<file path="src/rtl/cdb_arbiter_if.sv">
// ============================================================
// Module  : cdb_arbiter_if
// Purpose : Result-offer and broadcast signals of the CDB arbiter.
// Rev     : 1.0
// ============================================================
`default_nettype none

interface cdb_arbiter_if #(
  parameter int ROB_SIZE_LOG = 4
);
  logic                    alu_valid;
  logic [31:0]             alu_value;
  logic [ROB_SIZE_LOG-1:0] alu_robid;
  logic                    alu_ready;

  logic                    slb_valid;
  logic [31:0]             slb_value;
  logic [ROB_SIZE_LOG-1:0] slb_robid;
  logic                    slb_ready;

  logic                    cdb_valid;
  logic [31:0]             cdb_value;
  logic [ROB_SIZE_LOG-1:0] cdb_robid;
  logic                    cdb_src;

  // Requester / consumer side.
  modport master (
    output alu_valid, alu_value, alu_robid,
    input  alu_ready,
    output slb_valid, slb_value, slb_robid,
    input  slb_ready,
    input  cdb_valid, cdb_value, cdb_robid, cdb_src
  );

  // Arbiter side.
  modport slave (
    input  alu_valid, alu_value, alu_robid,
    output alu_ready,
    input  slb_valid, slb_value, slb_robid,
    output slb_ready,
    output cdb_valid, cdb_value, cdb_robid, cdb_src
  );
endinterface

`default_nettype wire

</file>
<file path="src/rtl/cdb_arbiter.sv">
// ============================================================
// Module  : cdb_arbiter
// Purpose : Round-robin common data bus arbiter with one result
//           FIFO per source (ALU, load buffer).
// Rev     : 1.0
// ============================================================
`default_nettype none

module cdb_arbiter #(
  parameter int ROB_SIZE_LOG = 4,
  parameter int FIFO_DEPTH   = 2
) (
  input  logic         clk,
  input  logic         rst,
  input  logic         rdy,
  input  logic         pred_fail_flag,
  cdb_arbiter_if.slave bus
);

  localparam int PTR_W   = $clog2(FIFO_DEPTH);
  localparam int CNT_W   = PTR_W + 1;
  localparam int ENTRY_W = 32 + ROB_SIZE_LOG;
  localparam logic [CNT_W-1:0] FULL_CNT = CNT_W'(FIFO_DEPTH);

  logic [ENTRY_W-1:0] alu_mem_q [FIFO_DEPTH];
  logic [ENTRY_W-1:0] alu_mem_d [FIFO_DEPTH];
  logic [ENTRY_W-1:0] slb_mem_q [FIFO_DEPTH];
  logic [ENTRY_W-1:0] slb_mem_d [FIFO_DEPTH];

  logic [PTR_W-1:0] alu_head_q, alu_head_d, alu_tail_q, alu_tail_d;
  logic [PTR_W-1:0] slb_head_q, slb_head_d, slb_tail_q, slb_tail_d;
  logic [CNT_W-1:0] alu_cnt_q, alu_cnt_d, slb_cnt_q, slb_cnt_d;

  logic                    last_grant_q, last_grant_d;
  logic                    cdb_valid_q, cdb_valid_d;
  logic [31:0]             cdb_value_q, cdb_value_d;
  logic [ROB_SIZE_LOG-1:0] cdb_robid_q, cdb_robid_d;
  logic                    cdb_src_q, cdb_src_d;

  logic               alu_ready, slb_ready;
  logic               alu_push, slb_push, alu_pop, slb_pop, grant_slb;
  logic [ENTRY_W-1:0] head_entry;

  // Ready comes from occupancy only, so requesters never see a combinational loop.
  assign alu_ready     = (alu_cnt_q < FULL_CNT);
  assign slb_ready     = (slb_cnt_q < FULL_CNT);
  assign bus.alu_ready = alu_ready;
  assign bus.slb_ready = slb_ready;
  assign bus.cdb_valid = cdb_valid_q;
  assign bus.cdb_value = cdb_value_q;
  assign bus.cdb_robid = cdb_robid_q;
  assign bus.cdb_src   = cdb_src_q;

  always_comb begin
    alu_mem_d    = alu_mem_q;
    slb_mem_d    = slb_mem_q;
    alu_head_d   = alu_head_q;
    alu_tail_d   = alu_tail_q;
    slb_head_d   = slb_head_q;
    slb_tail_d   = slb_tail_q;
    alu_cnt_d    = alu_cnt_q;
    slb_cnt_d    = slb_cnt_q;
    last_grant_d = last_grant_q;
    cdb_valid_d  = cdb_valid_q;
    cdb_value_d  = cdb_value_q;
    cdb_robid_d  = cdb_robid_q;
    cdb_src_d    = cdb_src_q;
    alu_push     = 1'b0;
    slb_push     = 1'b0;
    alu_pop      = 1'b0;
    slb_pop      = 1'b0;
    grant_slb    = 1'b0;
    head_entry   = '0;

    if (pred_fail_flag) begin
      alu_head_d   = '0;
      alu_tail_d   = '0;
      slb_head_d   = '0;
      slb_tail_d   = '0;
      alu_cnt_d    = '0;
      slb_cnt_d    = '0;
      cdb_valid_d  = 1'b0;
      last_grant_d = 1'b1;
    end else if (rdy) begin
      alu_push = bus.alu_valid && alu_ready;
      slb_push = bus.slb_valid && slb_ready;

      // With both heads present the source that did not win last time goes.
      if ((alu_cnt_q != '0) && (slb_cnt_q != '0)) begin
        grant_slb = ~last_grant_q;
      end else begin
        grant_slb = (slb_cnt_q != '0);
      end
      alu_pop    = (alu_cnt_q != '0) && !grant_slb;
      slb_pop    = grant_slb;
      head_entry = grant_slb ? slb_mem_q[slb_head_q] : alu_mem_q[alu_head_q];

      if (alu_pop || slb_pop) begin
        cdb_valid_d  = 1'b1;
        cdb_value_d  = head_entry[ENTRY_W-1:ROB_SIZE_LOG];
        cdb_robid_d  = head_entry[ROB_SIZE_LOG-1:0];
        cdb_src_d    = grant_slb;
        last_grant_d = grant_slb;
      end else begin
        cdb_valid_d  = 1'b0;
      end

      if (alu_push) begin
        alu_mem_d[alu_tail_q] = {bus.alu_value, bus.alu_robid};
        alu_tail_d            = alu_tail_q + 1'b1;
      end
      if (slb_push) begin
        slb_mem_d[slb_tail_q] = {bus.slb_value, bus.slb_robid};
        slb_tail_d            = slb_tail_q + 1'b1;
      end
      if (alu_pop) alu_head_d = alu_head_q + 1'b1;
      if (slb_pop) slb_head_d = slb_head_q + 1'b1;

      alu_cnt_d = alu_cnt_q + CNT_W'(alu_push) - CNT_W'(alu_pop);
      slb_cnt_d = slb_cnt_q + CNT_W'(slb_push) - CNT_W'(slb_pop);
    end
  end

  always_ff @(posedge clk or negedge rst) begin
    if (!rst) begin
      for (int i = 0; i < FIFO_DEPTH; i++) begin
        alu_mem_q[i] <= '0;
        slb_mem_q[i] <= '0;
      end
      alu_head_q   <= '0;
      alu_tail_q   <= '0;
      slb_head_q   <= '0;
      slb_tail_q   <= '0;
      alu_cnt_q    <= '0;
      slb_cnt_q    <= '0;
      last_grant_q <= 1'b1;
      cdb_valid_q  <= 1'b0;
      cdb_value_q  <= '0;
      cdb_robid_q  <= '0;
      cdb_src_q    <= 1'b0;
    end else begin
      alu_mem_q    <= alu_mem_d;
      slb_mem_q    <= slb_mem_d;
      alu_head_q   <= alu_head_d;
      alu_tail_q   <= alu_tail_d;
      slb_head_q   <= slb_head_d;
      slb_tail_q   <= slb_tail_d;
      alu_cnt_q    <= alu_cnt_d;
      slb_cnt_q    <= slb_cnt_d;
      last_grant_q <= last_grant_d;
      cdb_valid_q  <= cdb_valid_d;
      cdb_value_q  <= cdb_value_d;
      cdb_robid_q  <= cdb_robid_d;
      cdb_src_q    <= cdb_src_d;
    end
  end

endmodule

`default_nettype wire

</file>
<file path="src/flat_wrapper.sv">
// flat-port wrapper written by rule: the top's interface ports become plain ports
module cdb_arbiter_flat 
#(
  parameter int ROB_SIZE_LOG = 4,
  parameter int FIFO_DEPTH   = 2
)
  (clk, rst, rdy, pred_fail_flag, bus_alu_valid, bus_alu_value, bus_alu_robid, bus_alu_ready, bus_slb_valid, bus_slb_value, bus_slb_robid, bus_slb_ready, bus_cdb_valid, bus_cdb_value, bus_cdb_robid, bus_cdb_src);
  cdb_arbiter_if #(.ROB_SIZE_LOG(ROB_SIZE_LOG)) bus_i ();
  input  logic clk;
  input  logic rst;
  input  logic rdy;
  input  logic pred_fail_flag;
  input wire logic [$bits(bus_i.alu_valid)-1:0] bus_alu_valid;
  input wire logic [$bits(bus_i.alu_value)-1:0] bus_alu_value;
  input wire logic [$bits(bus_i.alu_robid)-1:0] bus_alu_robid;
  output wire logic [$bits(bus_i.alu_ready)-1:0] bus_alu_ready;
  input wire logic [$bits(bus_i.slb_valid)-1:0] bus_slb_valid;
  input wire logic [$bits(bus_i.slb_value)-1:0] bus_slb_value;
  input wire logic [$bits(bus_i.slb_robid)-1:0] bus_slb_robid;
  output wire logic [$bits(bus_i.slb_ready)-1:0] bus_slb_ready;
  output wire logic [$bits(bus_i.cdb_valid)-1:0] bus_cdb_valid;
  output wire logic [$bits(bus_i.cdb_value)-1:0] bus_cdb_value;
  output wire logic [$bits(bus_i.cdb_robid)-1:0] bus_cdb_robid;
  output wire logic [$bits(bus_i.cdb_src)-1:0] bus_cdb_src;
  assign bus_i.alu_valid = bus_alu_valid;
  assign bus_i.alu_value = bus_alu_value;
  assign bus_i.alu_robid = bus_alu_robid;
  assign bus_alu_ready = bus_i.alu_ready;
  assign bus_i.slb_valid = bus_slb_valid;
  assign bus_i.slb_value = bus_slb_value;
  assign bus_i.slb_robid = bus_slb_robid;
  assign bus_slb_ready = bus_i.slb_ready;
  assign bus_cdb_valid = bus_i.cdb_valid;
  assign bus_cdb_value = bus_i.cdb_value;
  assign bus_cdb_robid = bus_i.cdb_robid;
  assign bus_cdb_src = bus_i.cdb_src;
  cdb_arbiter #(.ROB_SIZE_LOG(ROB_SIZE_LOG), .FIFO_DEPTH(FIFO_DEPTH)) u_core (.clk(clk), .rst(rst), .rdy(rdy), .pred_fail_flag(pred_fail_flag), .bus(bus_i));
endmodule
</file>
<file path="config.mk">
export PLATFORM = sky130hd
export DESIGN_NAME = cdb_arbiter_flat
export DESIGN_NICKNAME = d
export VERILOG_FILES = /design/src/rtl/cdb_arbiter_if.sv /design/src/rtl/cdb_arbiter.sv /design/src/flat_wrapper.sv
export SDC_FILE = /design/constraint.sdc
export NUM_CORES = 1
export LEC_CHECK = 0
export ABC_CLOCK_PERIOD_IN_PS = 4850
export BUFFER_PORTS_ARGS = -buffer_cell sky130_fd_sc_hd__buf_2
export CORE_AREA = 2 2 146 134
export DETAILED_ROUTE_END_ITERATION = 8
export DIE_AREA = 0 0 148 136
export GPL_ROUTABILITY_DRIVEN = 0
export PLACE_DENSITY = 0.75
export SKIP_CTS_REPAIR_TIMING = 1
export SYNTH_ARGS = -nofsm -noshare
export SYNTH_HDL_FRONTEND = slang
export SYNTH_SLANG_ARGS = --single-unit
</file>
<file path="constraint.sdc">
create_clock -name clk -period 4.85 [get_ports clk]
set_clock_uncertainty 0.1 [all_clocks]
set_input_delay 0.485 -clock clk [delete_from_list [all_inputs] [get_ports clk]]
set_output_delay 0.485 -clock clk [all_outputs]
set_load 0.01 [all_outputs]
</file>
* Word-level counts from Yosys, hierarchy flattened
Index checks and enable logic that the tools add are counted.
** Cells by class
- Multiplexer cells :: 38
- Reductions and logical operators :: 24
- Add/sub/neg operators :: 8
- Bitwise logic cells :: 6
- Order comparisons :: 8
** Operator list (count)
- 2-to-1 mux 36 bit :: 9
- bitwise mux 72 bit :: 2
- demux 36 bit (select 1 bit) :: 2
- 2-to-1 mux 1 bit :: 21
- nonzero test 2 bit :: 8
- AND reduction 2 bit :: 5
- AND reduction 3 bit :: 3
- greater-or-equal comparator 2 bit (second input constant) :: 4
- 2-to-1 mux 2 bit :: 4
- NOT 1 -> 2 bit :: 4
- logical AND 1 bit :: 6
- adder 1 bit (second input constant) :: 4
- adder 2 x 1 -> 2 bit :: 2
- less-than comparator 2 x 1 -> 1 bit (second input constant) :: 2
- less-than comparator 2 bit (second input constant) :: 2
- subtractor 2 x 1 -> 2 bit :: 2
- NOT 1 bit :: 2
- logical NOT 1 bit :: 1
- logical OR 1 bit :: 1
** Storage, ports and cells
- Output and inout port bits :: 40
- Register bits after elaboration :: 191
- Input bits :: 78
- Logic and storage cells :: 99

* Depth between registers and ports, before layout
Gate-level depths: netlist (run 1).
- Word-level depth :: 11
- Depth in mapped cells :: 11
- Mapped depth without buffers :: 8

* Least setup slack after synthesis (run 1)
No wires, ideal clock.
- Path kind :: register to register
- Start point :: register u_core.alu_cnt_q[1]
- End point :: register u_core.alu_cnt_q[1]
- Slack :: 2.548 ns
- Library setup time :: 0.078 ns
- Arrival :: 2.124 ns
- Clock period less this slack :: 2.302 ns
- Required time :: 4.672 ns
- Buffers on the path :: 1
- Stages on the path, launching flop included :: 10
- Cell sequence :: dfrtp_1 o21ai_1 clkbuf_1 a22oi_1 ha_1 inv_1 ha_1 xnor2_1 or3_1 a21oi_1
** On the way
- Word-level cells in the longest chain between the ends :: 10
- Elaborated cells between the ends (all ways) :: 13
- Classes of those cells :: add/sub (2); order compare (1); mux (5); reduce/logical (5)
** RTL lines
- from (decl) :: line cdb_arbiter.sv:32 : logic [CNT_W-1:0] alu_cnt_q, alu_cnt_d, slb_cnt_q, slb_cnt_d;
- from (signal assigned) :: line cdb_arbiter.sv:148 : alu_cnt_q <= alu_cnt_d;
- nonzero test 2 bit :: line cdb_arbiter.sv:89, cdb_arbiter.sv:94
- logical AND 1 bit :: line cdb_arbiter.sv:89 : if ((alu_cnt_q != '0) && (slb_cnt_q != '0)) begin
- 2-to-1 mux 1 bit :: line cdb_arbiter.sv:89
- 2-to-1 mux 1 bit :: line cdb_arbiter.sv:84 : end else if (rdy) begin
- 2-to-1 mux 1 bit :: line cdb_arbiter.sv:75 : if (pred_fail_flag) begin
- logical NOT 1 bit :: line cdb_arbiter.sv:94 : alu_pop = (alu_cnt_q != '0) && !grant_slb;
- logical AND 1 bit :: line cdb_arbiter.sv:94
- subtractor 2 x 1 -> 2 bit (*) :: line cdb_arbiter.sv:119 : alu_cnt_d = alu_cnt_q + CNT_W'(alu_push) - CNT_W'(alu_pop);
- 2-to-1 mux 2 bit (*) :: line cdb_arbiter.sv:84
- 2-to-1 mux 2 bit (*) :: line cdb_arbiter.sv:75
Every way passes the cells marked *; elsewhere a longest branch is shown, timed or not. The select of a mux whose other input is x is not followed.
A chain may end at the register's enable or synchronous reset.

* Worst setup path in the final report (run 1)
- Start point :: register u_core.slb_cnt_q[1]
- End point :: register u_core.alu_cnt_q[1]
** On the way
- Word-level cells in the longest chain between the ends :: 10
** RTL lines
- from (decl) :: line cdb_arbiter.sv:32
- from (signal assigned) :: line cdb_arbiter.sv:149 : slb_cnt_q <= slb_cnt_d;
- nonzero test 2 bit (*) :: line cdb_arbiter.sv:89, cdb_arbiter.sv:92
- logical AND 1 bit :: line cdb_arbiter.sv:89
- 2-to-1 mux 1 bit (*) :: line cdb_arbiter.sv:89
- 2-to-1 mux 1 bit (*) :: line cdb_arbiter.sv:84
- 2-to-1 mux 1 bit (*) :: line cdb_arbiter.sv:75
- logical NOT 1 bit (*) :: line cdb_arbiter.sv:94
- logical AND 1 bit (*) :: line cdb_arbiter.sv:94
- subtractor 2 x 1 -> 2 bit (*) :: line cdb_arbiter.sv:119
- 2-to-1 mux 2 bit (*) :: line cdb_arbiter.sv:84
- 2-to-1 mux 2 bit (*) :: line cdb_arbiter.sv:75
Marks and branches as above.

==> results of run 1 <==
[per-stage QoR]
step	worst slack [ps]	power [W]	hold slack, ps
6_report	1940	0.00574	54.0
2_1_floorplan	2550	0.00386	89.4
3_3_place_gp	1980	0.00439	382
5_1_grt	1750	0.00609	154
3_5_place_dp	1980	0.00447	385
4_1_cts	1980	0.00577	129
[cells by family after synthesis]
group / count (synthesis)
and+or+nand+nor: 102
adders and majority gates: 3
AOI/OAI and AO/OA: 160
muxes: 147
DFF: 191
xor gates and xnor gates: 3
buffers and inverters: 66
[flip-flops by register name, summed over array words and instances, names as in the netlist]
register              count
u_core.bus.cdb_robid      4
u_core.alu_mem_q         72
u_core.alu_cnt_q          2
u_core.slb_tail_q         1
u_core.bus.cdb_valid      1
u_core.alu_head_q         1
u_core.alu_tail_q         1
u_core.slb_mem_q         72
u_core.slb_cnt_q          2
u_core.bus.cdb_src        1
u_core.bus.cdb_value     32
u_core.slb_head_q         1
u_core.last_grant_q       1
[metal layers]
metal | routed length (um) | global-route usage | vias up
met1 | 9840 | 0.314 | 3023
met4 | 163 | 0.0455 | 0
met3 | 1180 | 0.0487 | 13
met5 | 0 | 0 | -
li1 | - | - | 2683
met2 | 9490 | 0.323 | 169
[synthesized netlist by cell type, drive strengths merged]
cell / instances
dfrtp: 190
mux2: 145
nor2b: 77
o21ai: 41
a221oi: 37
o31ai: 37
a2111oi: 36
buf: 31
clkbuf: 30
nor2: 7
inv: 5
nand2: 4
a21oi: 3
ha: 3
a31oi: 2
mux2i: 2
nand3b: 2
nand4b: 2
or2: 2
xor2: 2
a211oi: 1
a21o: 1
a22oi: 1
and3b: 1
and4bb: 1
dfstp: 1
nand2b: 1
nor3: 1
nor3b: 1
nor4: 1
o21a: 1
or3: 1
or4: 1
xnor2: 1
[report_power, final]
part           switching [W]  total [W]  internal (W)
registers           0.000372    0.00259       0.00222
clock network       0.000602    0.00130      0.000696
logic               0.000939    0.00186      0.000917
total                0.00191    0.00574       0.00383
[final cells by class]
type / count / area [um^2]
clock buffers: 23 / 478
clock inverters: 9 / 61.3
fillers: 1605 / 8710
inverters: 5 / 18.8
multi-input cells: 415 / 3720
flip-flops and latches: 191 / 4780
well taps: 250 / 313
repair buffers: 125 / 654
[worst max-delay path: stages (launching register included)]
cell and delay, ps:
dfrtp_1 610, or2_2 820, a22oi_1 160, ha_1 320, inv_1 40, ha_1 180
xnor2_1 130, or3_1 300, a21oi_1 150
[worst paths after layout]
| check | start | end | slack (ps) |
|---|---|---|---|
| setup / recovery | u_core.slb_cnt_q[1] | u_core.alu_cnt_q[1] | 1940 |
| hold / removal | rst | u_core.slb_mem_q[4] | 50 |
| setup reg to reg | u_core.slb_cnt_q[1] | u_core.alu_cnt_q[1] | 1940 |
| hold reg to reg | u_core.alu_mem_q[40] | u_core.alu_mem_q[40] | 400 |
| max in group asynchronous | rst | u_core.slb_mem_q[28] | 3480 |
| min in group clk | bus_alu_value[27] | u_core.alu_mem_q[31] | 200 |
==> flow_summary.ini, run 1 <==
[detailed_routing]
drc = 0
firstDrtPassIters = 4
num_vias = 5888
detail-route-antenna-nets = 0
drt_iter0_drc = 394
viasPerCell = 5.78
wl_mm = 20.7
wire_per_inst_um = 20.3

[cts]
clk_pin_slew_ps = 70
cts_max_path_buffers = 2
cts-buffers-inserted = 17
cts-htree-levels = 4
clock-sinks = 191
worstSkewPairLatency_ps = 430
root_buffer = clkbuf_16
cts_tree = built

[global_routing]
grt_pass1_wl_mm = 33.3
grt.total_usage = 0.213
first_global_vias = 5916
grt_max_degree = 117
grt-ovfl-total = 0
antenna_found_initial = 0

[outcome]
status = finished clean

[final_layout]
utilization = 0.535
drive_above_1_share = 0.411
final_nets = 836
insertedDiodeCount = 0
final_cell_mix = dfrtp_1 (188), buf_2 (116), mux2_2 (115), nor2b_1 (75), o21ai_0 (38)
final_area_um2 = 10000
layout_commonest_cell = dfrtp_1
final_cells = 1018
area_growth_syn_to_layout_pct = 13.7

[power_and_ir_drop]
worst_ir_drop_vdd_mv = 0.314
power_density_nw_per_um2 = 573
power_leakage_nw = 4.45

[yosys]
synth_seq_cells = 191
yosysSeqAreaShare = 0.542
synthAdderAreaFrac = 0.00426
synth_compound_area_frac = 0.134
synth_xor_area_frac = 0.00298
synth_simple_gate_area_frac = 0.0736
syn_inst = 672
syn_area_per_cell_um2 = 13.1
synth_top_area_frac = 0.539
synth.distinct_cells = 44
yosys_warnings = 0
synth_top_family_by_area = multiplexers
synth.area.mux_share = 0.200
synth_area_um2 = 8820
syn-num-nets = 753
synth_area_leaders = dfrtp_1 (54%), mux2_2 (15%), nor2b_1 (5.4%), mux2_4 (5.1%), a2111oi_0 (3.6%)
yosysTopAreaCell = dfrtp_1

[job]
cap_violations = 0

[floorplanning]
start_util = 0.471
dieWidth_um = 148
rows = 48
core_um2 = 18700
dieArea_um2 = 20100
die_h_um = 136
ios = 118

[sta]
fin_setup_tns_ps = 0
finalHoldViolations = 0
tightest_slew_ps = 1050
setup_viol = 0
maxSlewHeadroom = 0.296
max_freq_ghz = 0.344
drv_slew = 0
min_period_ps = 2910
fin_crit_sh = 0.600
rsz0062_at_grt = false

[place]
place_area_um2 = 9490
port-buffer-count = 117
dpl.hpwl_mm = 12.6
post-place-cells = 986

[worst_setup_path]
criticalPathCategory = flip-flop to flip-flop
cp_data_arrival_time_ps = 3170
path_max_fanout = 39
ff2ff_path_depth = 8
worstPathRequired_ps = 5110
endpoint_kind = flip-flop
critPathLaunchType = flip-flop

[worst_hold_path]
hold_path_class = input pin to async pin
No activity file was read; power rests on OpenSTA's default activity.
==> inputs of run 2 (changes only) <==
ABC_AREA = 1   (was default)
ABC_CLOCK_PERIOD_IN_PS = 2800   (was 4850)
CORE_AREA = 2 2 144 132   (was 2 2 146 134)
DIE_AREA = 0 0 146 134   (was 0 0 148 136)
clock period = 2.8 ns   (was 4.85 ns; I/O delays follow)
==> flow_summary.ini, run 2 <==
[detailed_routing]
viasPerCell = 5.05
wire_per_inst_um = 14.8
firstDrtPassIters = 5
drc = 0
wl_mm = 21.2
drt_iter0_drc = 478
detail-route-antenna-nets = 0
num_vias = 7217

[place]
port-buffer-count = 117
dpl.hpwl_mm = 14.2

[yosys]
yosysSeqAreaShare = 0.558
synth_seq_cells = 191
ys_async_sr_fraction = 1.00
synth_area_um2 = 8570
synth_area_leaders = dfrtp_1 (55%), nand2_1 (17%), o21ai_0 (6.0%), nand3_1 (5.6%), inv_1 (3.5%)
yosysTopAreaCell = dfrtp_1
syn_inst = 1048
syn-num-nets = 1129
synth_edf_count = 0
syn_area_per_cell_um2 = 8.18
yosys_warnings = 0
synth.distinct_cells = 27
synth_top_area_frac = 0.555
synth_common_cells = nand2_1 (384), dfrtp_1 (190), o21ai_0 (102)
ys.flop_type = dfrtp_1
yosysMostFrequentCell = nand2_1

[worst_setup_path]
reg2reg_to = u_core.bus.cdb_value[15]
criticalPathCategory = flip-flop to flip-flop
worstPathRequired_ps = 3020
path_max_fanout = 24
slowest_stage = o21ai_2
endpoint_kind = flip-flop
cp.buffers_inverters = 1
ff2ff_path_depth = 5
critPathLaunchType = flip-flop
critPathTopFamily = compound AO/OA/AOI/OAI gates
max_stage_delay_ps = 780
r2r_slack_ps = 790
crit_top_cell = nand2_1
cp_data_arrival_time_ps = 2220
path_cells = o21ai_2, buf_4, nand2_1, nand3_1, nand2_1
regToRegStartpoint = u_core.slb_cnt_q[1]

[power_and_ir_drop]
power_frac_seq = 0.449
p_int_w = 0.00629
worst_ir_drop_vdd_mv = 0.580
power_leakage_nw = 5.30
power_density_nw_per_um2 = 943
p_switching_w = 0.00339
combPwrFrac = 0.299
pwr-share-clk = 0.252
swShare = 0.350

[sta]
fin_crit_sh = 0.717
tightest_slew_ps = 946
min_period_ps = 2010
maxSlewHeadroom = 0.369
drv_slew = 0
hold_slack_ps = -12.4
finalHoldViolations = 11
setup_viol = 0
fin_setup_tns_ps = 0
max_freq_ghz = 0.498
rsz0062_at_grt = false

[global_routing]
grtUsageMet2 = 0.365
use_met1 = 0.290
grt-ovfl-total = 0
grt.total_usage = 0.222
grt_max_degree = 73
grt_pass1_wl_mm = 34.2
grt_busiest_layer = met2
antenna_found_initial = 0
use_met3 = 0.0439
first_global_vias = 6845

[final_layout]
multi_input_area_um2 = 3160
seqCellArea_um2 = 4780
drive_above_1_share = 0.149
area_growth_syn_to_layout_pct = 19.8
layout_commonest_cell = nand2_1
insertedDiodeCount = 0
fillers = 1690
final_nets = 1254
final_cell_mix = nand2_1 (384), dfrtp_1 (190), buf_2 (116), o21ai_0 (102), nand3_1 (96)

[cts]
cts_max_path_buffers = 2
cts-htree-levels = 4
root_buffer = clkbuf_16
worstSkewPairLatency_ps = 430
clk_pin_slew_ps = 70
clock-sinks = 191
cts_tree = built
cts-buffers-inserted = 17

[job]
cap_violations = 0

[floorplanning]
die_h_um = 134
ios = 118
dieArea_um2 = 19600
core_um2 = 18100
rows = 47
dieWidth_um = 146
start_util = 0.473

[worst_hold_path]
hold_path_class = input pin to flip-flop
whs_endpoint = u_core.slb_mem_q[7]
hp-start = bus_slb_value[3]
hold_path_depth = 3

[outcome]
violations = hold timing
status = finished, violations left
-- run 2: stage by stage --
| stage | utilization | area (um^2) | cells | power [W] | worst slack, ps |
|---|---|---|---|---|---|
| CTS | 0.548 | 9920 | 1396 | 0.00973 | 831 |
| detailed placement | 0.515 | 9330 | 1365 | 0.00725 | 833 |
| global route | 0.567 | 10300 | 1430 | 0.0104 | 648 |
| finish | 0.567 | 10300 | 1430 | 0.00968 | 791 |
| floorplan | - | 8570 | 1048 | 0.00622 | 985 |
| global placement | 0.515 | 9330 | 1365 | 0.00714 | 870 |
-- run 2: worst max-delay path by stage --
stage,startpoint,to,slack (ps),cells after the start
floorplan,u_core.alu_cnt_q[1],u_core.alu_cnt_q[1],990,10
detailed placement,u_core.slb_cnt_q[1],u_core.bus.cdb_value[15],830,5
global route,u_core.slb_cnt_q[1],u_core.alu_cnt_q[1],650,11
finish,u_core.slb_cnt_q[1],u_core.bus.cdb_value[15],790,5
global placement,u_core.slb_cnt_q[1],u_core.bus.cdb_value[14],870,5
CTS,u_core.slb_cnt_q[1],u_core.alu_cnt_q[1],830,11
-- run 2: metal layers --
layer / up-vias / routed length [um]
li1: 3559 / -
met2: 231 / 10200
met4: 0 / 654
met3: 46 / 1270
met5: - / 0
met1: 3381 / 9020
-- run 2: cells by family (layout without fill, tap and decap cells) --
group / Yosys count / in the layout / synth area share
compound gates: 174 / 174 / 0.111
flops: 191 / 191 / 0.558
fa+ha+maj: 3 / 3 / 0.00438
simple gates: 535 / 535 / 0.253
buf+inv: 145 / 282 / 0.0730
-- run 2: layout make-up --
type / instances / share of cell area
Clock buffer: 23 / 0.0475
Clock inverter: 8 / 0.0102
Multi-Input combinational cell: 712 / 0.308
Timing Repair Buffer: 167 / 0.107
Inverter: 84 / 0.0307
Sequential cell: 191 / 0.466
Tap cell: 245 / 0.0299
-- run 2: tightest hold or removal path, stage by stage --
cell and delay [ps]:
buf_2 90, nand2_1 40, o21ai_0 70
-- run 2: power groups by stage --
stage	clock [W]	combinational, W	sequential (W)
2_1_floorplan	0	0.00190	0.00432
3_3_place_gp	0	0.00279	0.00435
3_5_place_dp	0	0.00287	0.00438
4_1_cts	0.00249	0.00289	0.00435
5_1_grt	0.00262	0.00333	0.00446
6_report	0.00244	0.00289	0.00435
==> inputs of run 3 (changes only) <==
ABC_CLOCK_PERIOD_IN_PS = 1650   (was 2800)
PLACE_DENSITY = 0.78   (was 0.75)
clock period = 1.65 ns   (was 2.8 ns; I/O delays follow)
==> flow_summary.ini, run 3 (synthesized netlist as in run 2, its figures left out) <==
[place]
port-buffer-count = 117
post-place-ws_ps = -147
dpl.hpwl_mm = 14.6
post-place-cells = 1390
place_area_um2 = 9640

[detailed_routing]
wire_per_inst_um = 16.0
top_layer_used = met4
met3_wirelength_mm = 1.74
drt_iter0_drc = 746
firstDrtPassIters = 5
viasPerCell = 5.15
wl_mm = 24.2
num_vias = 7796
dr_wl_met2_mm = 11.7
drt-met1-wl_mm = 10.3
detail-route-antenna-nets = 0
drc = 0

[worst_hold_path]
hold_path_class = input pin to flip-flop

[power_and_ir_drop]
worst_ir_drop_vdd_mv = 0.961
power_leakage_nw = 5.79
power_density_nw_per_um2 = 1540

[cts]
clock-sinks = 191
cts-htree-levels = 4
root_buffer = clkbuf_16
cts-buffers-inserted = 17
worstSkewPairLatency_ps = 430
clk_pin_slew_ps = 60
cts_tree = built
cts_max_path_buffers = 2

[floorplanning]
dieArea_um2 = 19600
ios = 118
dieWidth_um = 146
rows = 47
core_um2 = 18100
die_h_um = 134
start_util = 0.473

[final_layout]
drive_above_1_share = 0.183
insertedDiodeCount = 0
final_cell_mix = nand2_1 (383), dfrtp_1 (189), buf_2 (116), o21ai_0 (99), nand3_1 (91)
layout_commonest_cell = nand2_1
final_nets = 1337
area_growth_syn_to_layout_pct = 32.7
final_area_um2 = 11400
final_cells = 1513
fillers = 1561

[sta]
tightest_slew_ps = 415
setup_viol = 15
finalHoldViolations = 0
fin_setup_tns_ps = -494
rsz0062_at_grt = true
min_period_ps = 1800
setup_ws_ps = -149
hold_slack_ps = 36.7
fin_crit_sh = 1.09
drv_slew = 0
maxSlewHeadroom = 0.724
max_freq_ghz = 0.556

[worst_setup_path]
r2r_slack_ps = -150
criticalPathCategory = flip-flop to flip-flop
worstPathRequired_ps = 1860
cp_data_arrival_time_ps = 2010
path_max_fanout = 4
critPathLaunchType = flip-flop
endpoint_kind = flip-flop

[job]
cap_violations = 0

[global_routing]
first_global_vias = 7147
grt_max_degree = 54
antenna_found_initial = 0
grt-ovfl-total = 0
grt_pass1_wl_mm = 35.3
grt.total_usage = 0.227

[outcome]
violations = setup timing
status = finished, violations left
run 3: cell count changes in the layout (fill, tap and decap cells not counted), moves of 3 or more:
cell           before  now
buf_12              4   16
buf_4              12   31
buf_6               1    6
clkbuf_1            2    7
clkbuf_16          17   24
clkbuf_8            4    1
clkinvlp_4          3    0
dlygate4sd3_1      34   73
nand3_1            96   91
nand3_2             0    5
nor2_4              3    7
o21ai_0           102   99
run 3: final cells by class:
class	instances	area, um^2	area share
Clock inverter	6	109	0.00958
Inverter	84	323	0.0284
Sequential cell	191	4780	0.421
Tap cell	245	307	0.0270
Multi-Input combinational cell	712	3260	0.287
Clock buffer	25	465	0.0409
Timing Repair Buffer	250	2120	0.187
run 3: power by group:
| group | internal [W] | switching (W) | total, W |
|---|---|---|---|
| clock | 0.00242 | 0.00169 | 0.00411 |
| combinational | 0.00254 | 0.00354 | 0.00608 |
| sequential | 0.00642 | 0.000913 | 0.00733 |
run 3: worst max-delay path: stages, from the launching register on:
cell,delay [ps]
dfrtp_2,430
nor2_4,120
o21bai_4,130
inv_2,70
ha_4,270
inv_4,30
ha_4,140
nand2_1,90
nand3_2,90
o21ai_2,160
a21oi_2,40
run 3: final timing paths:
kind	end	from	cells after the start
max in group asynchronous	u_core.bus.cdb_value[7]	rst	3
min	u_core.alu_head_q	rdy	3
max	u_core.alu_cnt_q[1]	u_core.alu_cnt_q[1]	10
min reg2reg	u_core.slb_mem_q[57]	u_core.slb_mem_q[57]	2
max reg2reg	u_core.alu_cnt_q[1]	u_core.alu_cnt_q[1]	10
min in group asynchronous	u_core.slb_mem_q[66]	rst	2
run 3: metrics by stage:
| stage | total power (W) | utilization |
|---|---|---|
| CTS | 0.0169 | 0.564 |
| finish | 0.0175 | 0.628 |
| detailed placement | 0.0127 | 0.532 |
| global route | 0.0187 | 0.628 |
| global placement | 0.0124 | 0.532 |
| floorplan | 0.0106 | - |
run 3: routing by layer:
layer,GRT usage,up-vias
met2,0.377,299
met5,0,-
li1,-,3727
met3,0.0531,43
met4,0.0658,0
met1,0.301,3727
